`src/rtl/audio_pkg.sv`:
```
// Shared audio definitions: sample container width and the I2S receiver state encoding.
package audio_pkg;

  localparam int AUDIO_W = 32;

  typedef enum logic [1:0] {
    IDLE  = 2'd0,
    DELAY = 2'd1,
    SHIFT = 2'd2,
    HOLD  = 2'd3
  } i2s_state_t;

endpackage

```
`src/rtl/bit_sync.sv`:
```
// Two-flop synchronizer for one asynchronous input plus a registered copy for rising-edge detection.
module bit_sync (
  input  logic clock,
  input  logic reset,
  input  logic d,
  output logic q,
  output logic rise
);

  logic [1:0] sync_ff;
  logic       q_prev;

  always_ff @(posedge clock) begin
    if (reset) begin
      sync_ff <= 2'b00;
      q_prev  <= 1'b0;
    end else begin
      sync_ff <= {sync_ff[0], d};
      q_prev  <= sync_ff[1];
    end
  end

  assign q    = sync_ff[1];
  assign rise = sync_ff[1] & ~q_prev;

endmodule

```
`src/rtl/i2s_rx.sv`:
```
// I2S receiver: deserialises left/right words into left-justified 32-bit samples.
// Optional sticky short-word flag enabled with `define I2S_RX_FRAME_ERR_EN.
module i2s_rx
  import audio_pkg::*;
#(
  parameter int SAMPLE_BITS = 24
) (
  input  logic                      clock,
  input  logic                      reset,
  input  logic                      AUD_BCLK,
  input  logic                      AUD_ADCLRCK,
  input  logic                      AUD_ADCDAT,
  output logic signed [AUDIO_W-1:0] audio_out_L,
  output logic signed [AUDIO_W-1:0] audio_out_R,
  output logic                      audio_valid,
  output logic                      frame_err,
  output i2s_state_t                fsm_state
);

  localparam int CNT_W = $clog2(AUDIO_W + 1);
  localparam logic [CNT_W-1:0] LAST_CNT = CNT_W'(SAMPLE_BITS - 1);

  logic               bclk_s, bclk_rise;
  logic               lrck_s, lrck_rise;
  logic               dat_s, dat_rise;
  logic               unused_edges;
  i2s_state_t         state;
  logic               chan, lrck_prev, left_done, pair_pending;
  logic [CNT_W-1:0]   bit_cnt;
  logic [AUDIO_W-1:0] sr, sr_next, word_lj, hold_l, hold_r;
  logic               lrck_chg, abort, word_done;

  bit_sync u_bclk (.clock(clock), .reset(reset), .d(AUD_BCLK),    .q(bclk_s), .rise(bclk_rise));
  bit_sync u_lrck (.clock(clock), .reset(reset), .d(AUD_ADCLRCK), .q(lrck_s), .rise(lrck_rise));
  bit_sync u_dat  (.clock(clock), .reset(reset), .d(AUD_ADCDAT),  .q(dat_s),  .rise(dat_rise));

  assign unused_edges = bclk_s ^ lrck_rise ^ dat_rise;

  assign lrck_chg  = bclk_rise & (lrck_s != lrck_prev);
  assign abort     = lrck_chg & ((state == DELAY) || (state == SHIFT));
  assign sr_next   = {sr[AUDIO_W-2:0], dat_s};
  // Shifting the whole register left both drops stale upper bits and zero-pads the LSBs.
  assign word_lj   = sr_next << (AUDIO_W - SAMPLE_BITS);
  assign word_done = bclk_rise & ~lrck_chg & (state == SHIFT) & (bit_cnt == LAST_CNT);
  assign fsm_state = state;

  always_ff @(posedge clock) begin
    if (reset) begin
      state        <= IDLE;
      chan         <= 1'b0;
      lrck_prev    <= 1'b0;
      left_done    <= 1'b0;
      pair_pending <= 1'b0;
      bit_cnt      <= '0;
      sr           <= '0;
      hold_l       <= '0;
      hold_r       <= '0;
      audio_out_L  <= '0;
      audio_out_R  <= '0;
      audio_valid  <= 1'b0;
    end else begin
      audio_valid  <= pair_pending;
      pair_pending <= 1'b0;
      if (pair_pending) begin
        audio_out_L <= hold_l;
        audio_out_R <= hold_r;
      end

      if (bclk_rise) begin
        lrck_prev <= lrck_s;
        if (lrck_chg) begin
          // The bit on the word-select edge belongs to the previous slot.
          if (abort) left_done <= 1'b0;
          chan    <= lrck_s;
          bit_cnt <= '0;
          state   <= DELAY;
        end else begin
          case (state)
            DELAY: begin
              sr      <= sr_next;
              bit_cnt <= CNT_W'(1);
              state   <= SHIFT;
            end
            SHIFT: begin
              sr      <= sr_next;
              bit_cnt <= bit_cnt + CNT_W'(1);
              if (word_done) state <= HOLD;
            end
            default: state <= state;
          endcase
        end
      end

      if (word_done) begin
        if (!chan) begin
          hold_l    <= word_lj;
          left_done <= 1'b1;
        end else begin
          hold_r       <= word_lj;
          left_done    <= 1'b0;
          pair_pending <= left_done;
        end
      end
    end
  end

`ifdef I2S_RX_FRAME_ERR_EN
  always_ff @(posedge clock) begin
    if (reset)      frame_err <= 1'b0;
    else if (abort) frame_err <= 1'b1;
  end
`else
  assign frame_err = 1'b0;
`endif

endmodule

```
`config.mk`:
```
export PLATFORM = sky130hd
export DESIGN_NAME = i2s_rx
export DESIGN_NICKNAME = d
export VERILOG_FILES = /design/src/rtl/audio_pkg.sv /design/src/rtl/bit_sync.sv /design/src/rtl/i2s_rx.sv
export SDC_FILE = /design/constraint.sdc
export NUM_CORES = 1
export LEC_CHECK = 0
export ABC_AREA = 1
export CAP_MARGIN = 15
export CORE_MARGIN = 2
export CORE_UTILIZATION = 40
export DETAILED_ROUTE_END_ITERATION = 6
export SLEW_MARGIN = 20
export SYNTH_ARGS = -nofsm -noshare
export SYNTH_HDL_FRONTEND = slang
export SYNTH_HIERARCHICAL = 1
export SYNTH_SLANG_ARGS = --single-unit
```
`constraint.sdc`:
```
create_clock -name clock -period 3.5 [get_ports clock]
set_input_delay 0.525 -clock clock [delete_from_list [all_inputs] [get_ports clock]]
set_output_delay 0.525 -clock clock [all_outputs]
set_load 0.02 [all_outputs]
```
==> results of run 1 <==
==> worst register-to-register path, stage by stage, from the launching register on <==
cell     delay (ns)
dfxtp_1        0.30
inv_1          0.04
nor2_1         0.39
inv_1          0.19
nor2_1         0.13
buf_4          0.27
nand2_1        0.51
nand2_1        0.22
a21oi_1        0.09
==> flip-flops by register name, summed over array words and instances (netlist names), 2 cells and up <==
| register | cells |
|---|---|
| sr | 23 |
| hold_r | 24 |
| audio_out_L | 24 |
| u_bclk/sync_ff | 2 |
| fsm_state | 2 |
| u_dat/sync_ff | 2 |
| hold_l | 24 |
| u_lrck/sync_ff | 2 |
| bit_cnt | 6 |
| audio_out_R | 24 |
==> layout make-up <==
cell class | instances | share of cell area [%]
inverter | 27 | 1.612
sequential | 139 | 43.18
clock buffer | 20 | 7.087
tap | 172 | 3.340
timing repair buffer | 62 | 9.359
multi-input combinational | 461 | 31.30
clock inverter | 12 | 4.116
==> power by group through the flow <==
| stage | combinational (mW) | sequential (mW) | clock, mW |
|---|---|---|---|
| after global placement | 0.0792 | 1.62 | 0 |
| after global routing | 0.0901 | 1.59 | 2.27 |
| after detailed placement | 0.0802 | 1.62 | 0 |
| after floorplan | 0.0747 | 1.62 | 0 |
| final | 0.0801 | 1.59 | 2.17 |
| after CTS | 0.0804 | 1.59 | 2.20 |
==> layer usage <==
| metal | global-route usage, % | up-vias | wire length (um) |
|---|---|---|---|
| met5 | 0 | - | 0 |
| met4 | 7.229 | 0 | 218 |
| met3 | 4.651 | 16 | 412 |
| met2 | 27.54 | 82 | 5381 |
| met1 | 20.34 | 1978 | 5271 |
| li1 | - | 2198 | - |
==> worst paths after layout <==
check / end / start / cells after the start / slack, ns
setup reg to reg: sr[6]$_SDFFE_PP0P_ / u_bclk/sync_ff[1]$_SDFF_PP0_ / 8 / 1.21
hold reg to reg: u_lrck/sync_ff[1]$_SDFF_PP0_ / u_lrck/sync_ff[0]$_SDFF_PP0_ / 2 / 0.40
hold / removal: u_lrck/sync_ff[1]$_SDFF_PP0_ / u_lrck/sync_ff[0]$_SDFF_PP0_ / 2 / 0.40
setup / recovery: sr[6]$_SDFFE_PP0P_ / u_bclk/sync_ff[1]$_SDFF_PP0_ / 8 / 1.21
==> out/metrics.yaml, run 1 <==
synth:
  synth-warning-count: 6
  syn-cell-area_um2: 5171
  postSynthAreaPerCell_um2: 7.741
  synthCells: 668
clock_tree:
  clk-insertion-delay-late_ns: 0.41
  clockRootBuffer: "clkbuf_16"
  postCtsSetupBuffers: 0
  cts_resized: 0
  tritoncts: "done"
  cts.hold.buffers_added: 0
  clk_pin_slew_ns: 0.06
  ctsHtreeMaxLevel: 4
  cts_max_path_buffers: 2
  cts_made_buffers: 17
  cts_sinks: 139
timing:
  hold_violations: 0
  relSlewSlack_pct: 49.58
  fin_skew_ns: 0.005098
  finalSetupTns_ns: 0
  whs_ns: 0.3967
  fin_crit_sh_pct: 65.34
  fin_ws_ns: 1.213
  fmax_ghz: 0.4373
  setup_viol_count_final: 0
  grt_setup_unrepaired: "false"
  fin_crit_ns: 2.287
  worst_pin_slew_ns: 0.7544
  slew_viol_final: 0
placed_design:
  hpwl_um: 7339
  io_buffers: 55
  pre_cts_slack_ns: 1.285
  routabilityCongestion: 0.7905
  dpl.cell_count: 861
  postPlaceCellArea_um2: 5722
layout:
  fin_cells: 893
  layout-drive-gt1-share_pct: 6.519
  fin_util_pct: 51.06
  finalNetCount: 716
  area_growth_pct: 24.61
  final_cell_mix: "nor2_1, dfxtp_1, o21ai_0, nand2_1, clkdlybuf4s50_1"
  antenna_cells: 0
  seq_area_um2: 2783
  multi_input_comb_area_um2: 2017
  fillerInstances: 1252
  stdcell_area_um2: 6444
  layout_commonest_cell: "nor2_1"
route:
  dr.first_iter.drc_count: 245
  drc_errors: 0
  wl_um: 11280
  vias_per_cell: 4.786
  first_pass_iters: 4
  routed-via-count: 4274
  wl_per_cell_um: 12.63
  ant_nets: 0
pwr:
  switching_power_mw: 0.7173
  clkPwrFrac_pct: 56.5
  vdd_drop_max_mv: 0.2397
  p_comb_share_pct: 2.1
  netSwitchingFraction_pct: 18.68
  power_mw: 3.839
  pwr-share-seq_pct: 41.4
  power.leakage_nw: 2.617
  power-per-cell-area_nw_per_um2: 595.8
  intPower_mw: 3.122
floorplanning:
  io_pins: 73
  dieWidth_um: 117.7
  die_area_um2: 13850
  start_util_pct: 40.98
  num_rows: 41
  core_area_um2: 12620
  die_y_um: 117.7
critical_path:
  cp_cell_sequence: "inv_1 -> nor2_1 -> inv_1 -> nor2_1 -> buf_4 -> nand2_1 -> nand2_1 -> a21oi_1"
  slowest_stage: "nand2_1"
  critPathRequiredTime_ns: 3.78
  startpoint_type: "flip-flop"
  crit_family: "simple AND/OR/NAND/NOR gates"
  critPathMaxFanout: 24
  path_buf_inv: 3
  end_kind: "flip-flop"
  arrival_ns: 2.57
  crit_type: "reg -> reg"
  slowest_delay_ns: 0.51
global_route:
  antenna_found_initial: 0
  grt_pass1_wl_um: 18890
  grt_pass1_vias: 4071
  grt.overflow.total: 0
  grt_max_degree: 56
  grtUsageTotal_pct: 16.68
hold_path:
  holdCritPathClass: "reg -> reg"
run_status:
  status: "completed"
flow_run:
  maxCapViolations: 0
(Power assumes the default switching activity.)
==> inputs of run 2 (changes only) <==
Clock period 3.5 ns to 2.15 ns, I/O delays scaled along.
==> run 2 against run 1 <==
  * Combinational power up 69%
  * Global-route usage shrank 0.22 points
  * Via count stayed put
  * Hold slack gained 0.0088 ns
  * Worst setup slack lost 0.94 ns
  * Sequential share of layout area barely moved
  * Register-to-register slack lost 0.94 ns
  * First-iteration DRC count rose by 11%
  * Design area is essentially flat
  * Critical endpoint is now hold_r[29]$_SDFFE_PP0P_
  * Largest cell class unchanged
==> out/metrics.yaml, run 2 (same netlist as run 1, synthesis figures left out) <==
critical_path:
  critPathMaxFanout: 27
  crit_top_cell: "nor2_1"
  slowest_delay_ns: 0.35
  arrival_ns: 2.18
  crit_type: "reg -> reg"
  cp.depth: 10
  cp_cell_sequence: "inv_1 -> ha_1 -> inv_2 -> nor2_2 -> nand2_1 -> nor2_4 -> nand3_4 -> clkinv_2 -> nor2_1 -> nor2_1"
  critPathRequiredTime_ns: 2.45
  startpoint_type: "flip-flop"
  crit_family: "simple AND/OR/NAND/NOR gates"
  path_buf_inv: 3
  slowest_stage: "dfxtp_1"
  end_kind: "flip-flop"
  ff2ff_path_depth: 10
route:
  ant_nets: 0
  first_pass_iters: 5
  dr.first_iter.drc_count: 271
  routed-via-count: 4274
  vias_per_cell: 4.770
  wl_um: 11140
  drc_errors: 0
  wl_per_cell_um: 12.43
flow_run:
  maxCapViolations: 0
timing:
  slew_viol_final: 0
  setup_viol_count_final: 0
  fin_skew_ns: 0.005067
  worst_pin_slew_ns: 0.5189
  fin_crit_sh_pct: 87.45
  fin_crit_ns: 1.880
  fmax_ghz: 0.5319
  hold_violations: 0
  relSlewSlack_pct: 65.37
  grt_setup_unrepaired: "false"
  finalSetupTns_ns: 0
pwr:
  p_comb_share_pct: 2.2
  power-per-cell-area_nw_per_um2: 944.7
  switching_power_mw: 1.158
  power.leakage_nw: 2.623
  netSwitchingFraction_pct: 19.01
  power_mw: 6.088
  pwr-share-seq_pct: 42.5
  intPower_mw: 4.931
  vdd_drop_max_mv: 0.4233
  clkPwrFrac_pct: 55.3
global_route:
  grt_pass1_vias: 3894
  grt_pass1_wl_um: 18460
  grt.overflow.total: 0
  antenna_found_initial: 0
  grtUsageTotal_pct: 16.46
  grt_max_degree: 99
clock_tree:
  cts_resized: 0
  cts_sinks: 139
  tritoncts: "done"
  cts.hold.buffers_added: 0
  clockRootBuffer: "clkbuf_16"
  cts_made_buffers: 17
  ctsHtreeMaxLevel: 4
  clk-insertion-delay-late_ns: 0.41
  postCtsSetupBuffers: 0
  clk_pin_slew_ns: 0.05
  cts_max_path_buffers: 2
floorplanning:
  start_util_pct: 40.98
  io_pins: 73
  die_y_um: 117.7
  core_area_um2: 12620
  dieWidth_um: 117.7
  die_area_um2: 13850
  num_rows: 41
layout:
  finalNetCount: 719
  area_growth_pct: 24.63
  antenna_cells: 0
  layout_commonest_cell: "nor2_1"
  final_cell_mix: "nor2_1, dfxtp_1, o21ai_0, nand2_1, clkdlybuf4s50_1"
  layout-drive-gt1-share_pct: 6.906
placed_design:
  hpwl_um: 7577
  routabilityCongestion: 0.9028
  io_buffers: 55
run_status:
  status: "completed"
hold_path:
  holdCritPathClass: "reg -> reg"
  whs_path_depth: 2
[run 2: cell types whose count changed in the layout (fill, tap and decap cells not counted), sizes merged]
cell    before  now
buf          7   10
clkinv       4    6
clkbuf      20   19
bufinv       8    7
[run 2: cell type report]
class	count	area [um2]
inverters	27	103.9
clock buffers	19	442.9
multi-input cells	461	2017
fillers	1265	6175
flip-flops and latches	139	2783
well taps	172	215.2
repair buffers	65	638.1
clock inverters	13	245.2
[run 2: stage by stage]
stage	cells	hold WS (ns)	util, %	cell area (um2)	setup WS (ns)
2_1_floorplan	684	0.3883	-	5231	0.4908
6_report	896	0.4055	51.07	6445	0.2699
3_5_place_dp	864	0.4045	45.62	5757	0.2621
3_3_place_gp	864	0.3900	45.62	5757	0.3559
4_1_cts	896	0.4068	51.07	6445	0.2585
5_1_grt	896	0.4263	51.07	6445	0.02601
[run 2: worst register-to-register path, stage by stage, from the launching register on]
cell and delay (ns):
dfxtp_1 0.35, inv_1 0.07, ha_1 0.26, inv_2 0.11
nor2_2 0.04, nand2_1 0.11, nor2_4 0.06, nand3_4 0.19
clkinv_2 0.34, nor2_1 0.19, nor2_1 0.06
[run 2: power by group through the flow]
stage | Clock, mW | Combinational, mW | Sequential [mW]
2_1_floorplan | 0 | 0.122 | 2.64
5_1_grt | 3.55 | 0.151 | 2.59
3_3_place_gp | 0 | 0.133 | 2.64
6_report | 3.37 | 0.135 | 2.59
3_5_place_dp | 0 | 0.135 | 2.64
4_1_cts | 3.42 | 0.135 | 2.59
[run 2: routing by layer]
layer	share of wire, %	wire length [um]	vias to the layer above	GRT usage (%)
li1	-	-	2202	-
met1	46	5119	1962	19.96
met2	47	5243	90	26.74
met3	4.6	513	20	5.233
met4	2.4	263	0	7.304
met5	0	0	-	0
[run 2: path summary, 6_finish.rpt]
check                                              endpoint                         from  slack, ns
worst max-delay path                hold_r[29]$_SDFFE_PP0P_    fsm_state[0]$_SDFFE_PP0P_       0.27
worst min register to register  u_dat/sync_ff[1]$_SDFF_PP0_  u_dat/sync_ff[0]$_SDFF_PP0_       0.41
worst min-delay path            u_dat/sync_ff[1]$_SDFF_PP0_  u_dat/sync_ff[0]$_SDFF_PP0_       0.41
worst max register to register      hold_r[29]$_SDFFE_PP0P_    fsm_state[0]$_SDFFE_PP0P_       0.27
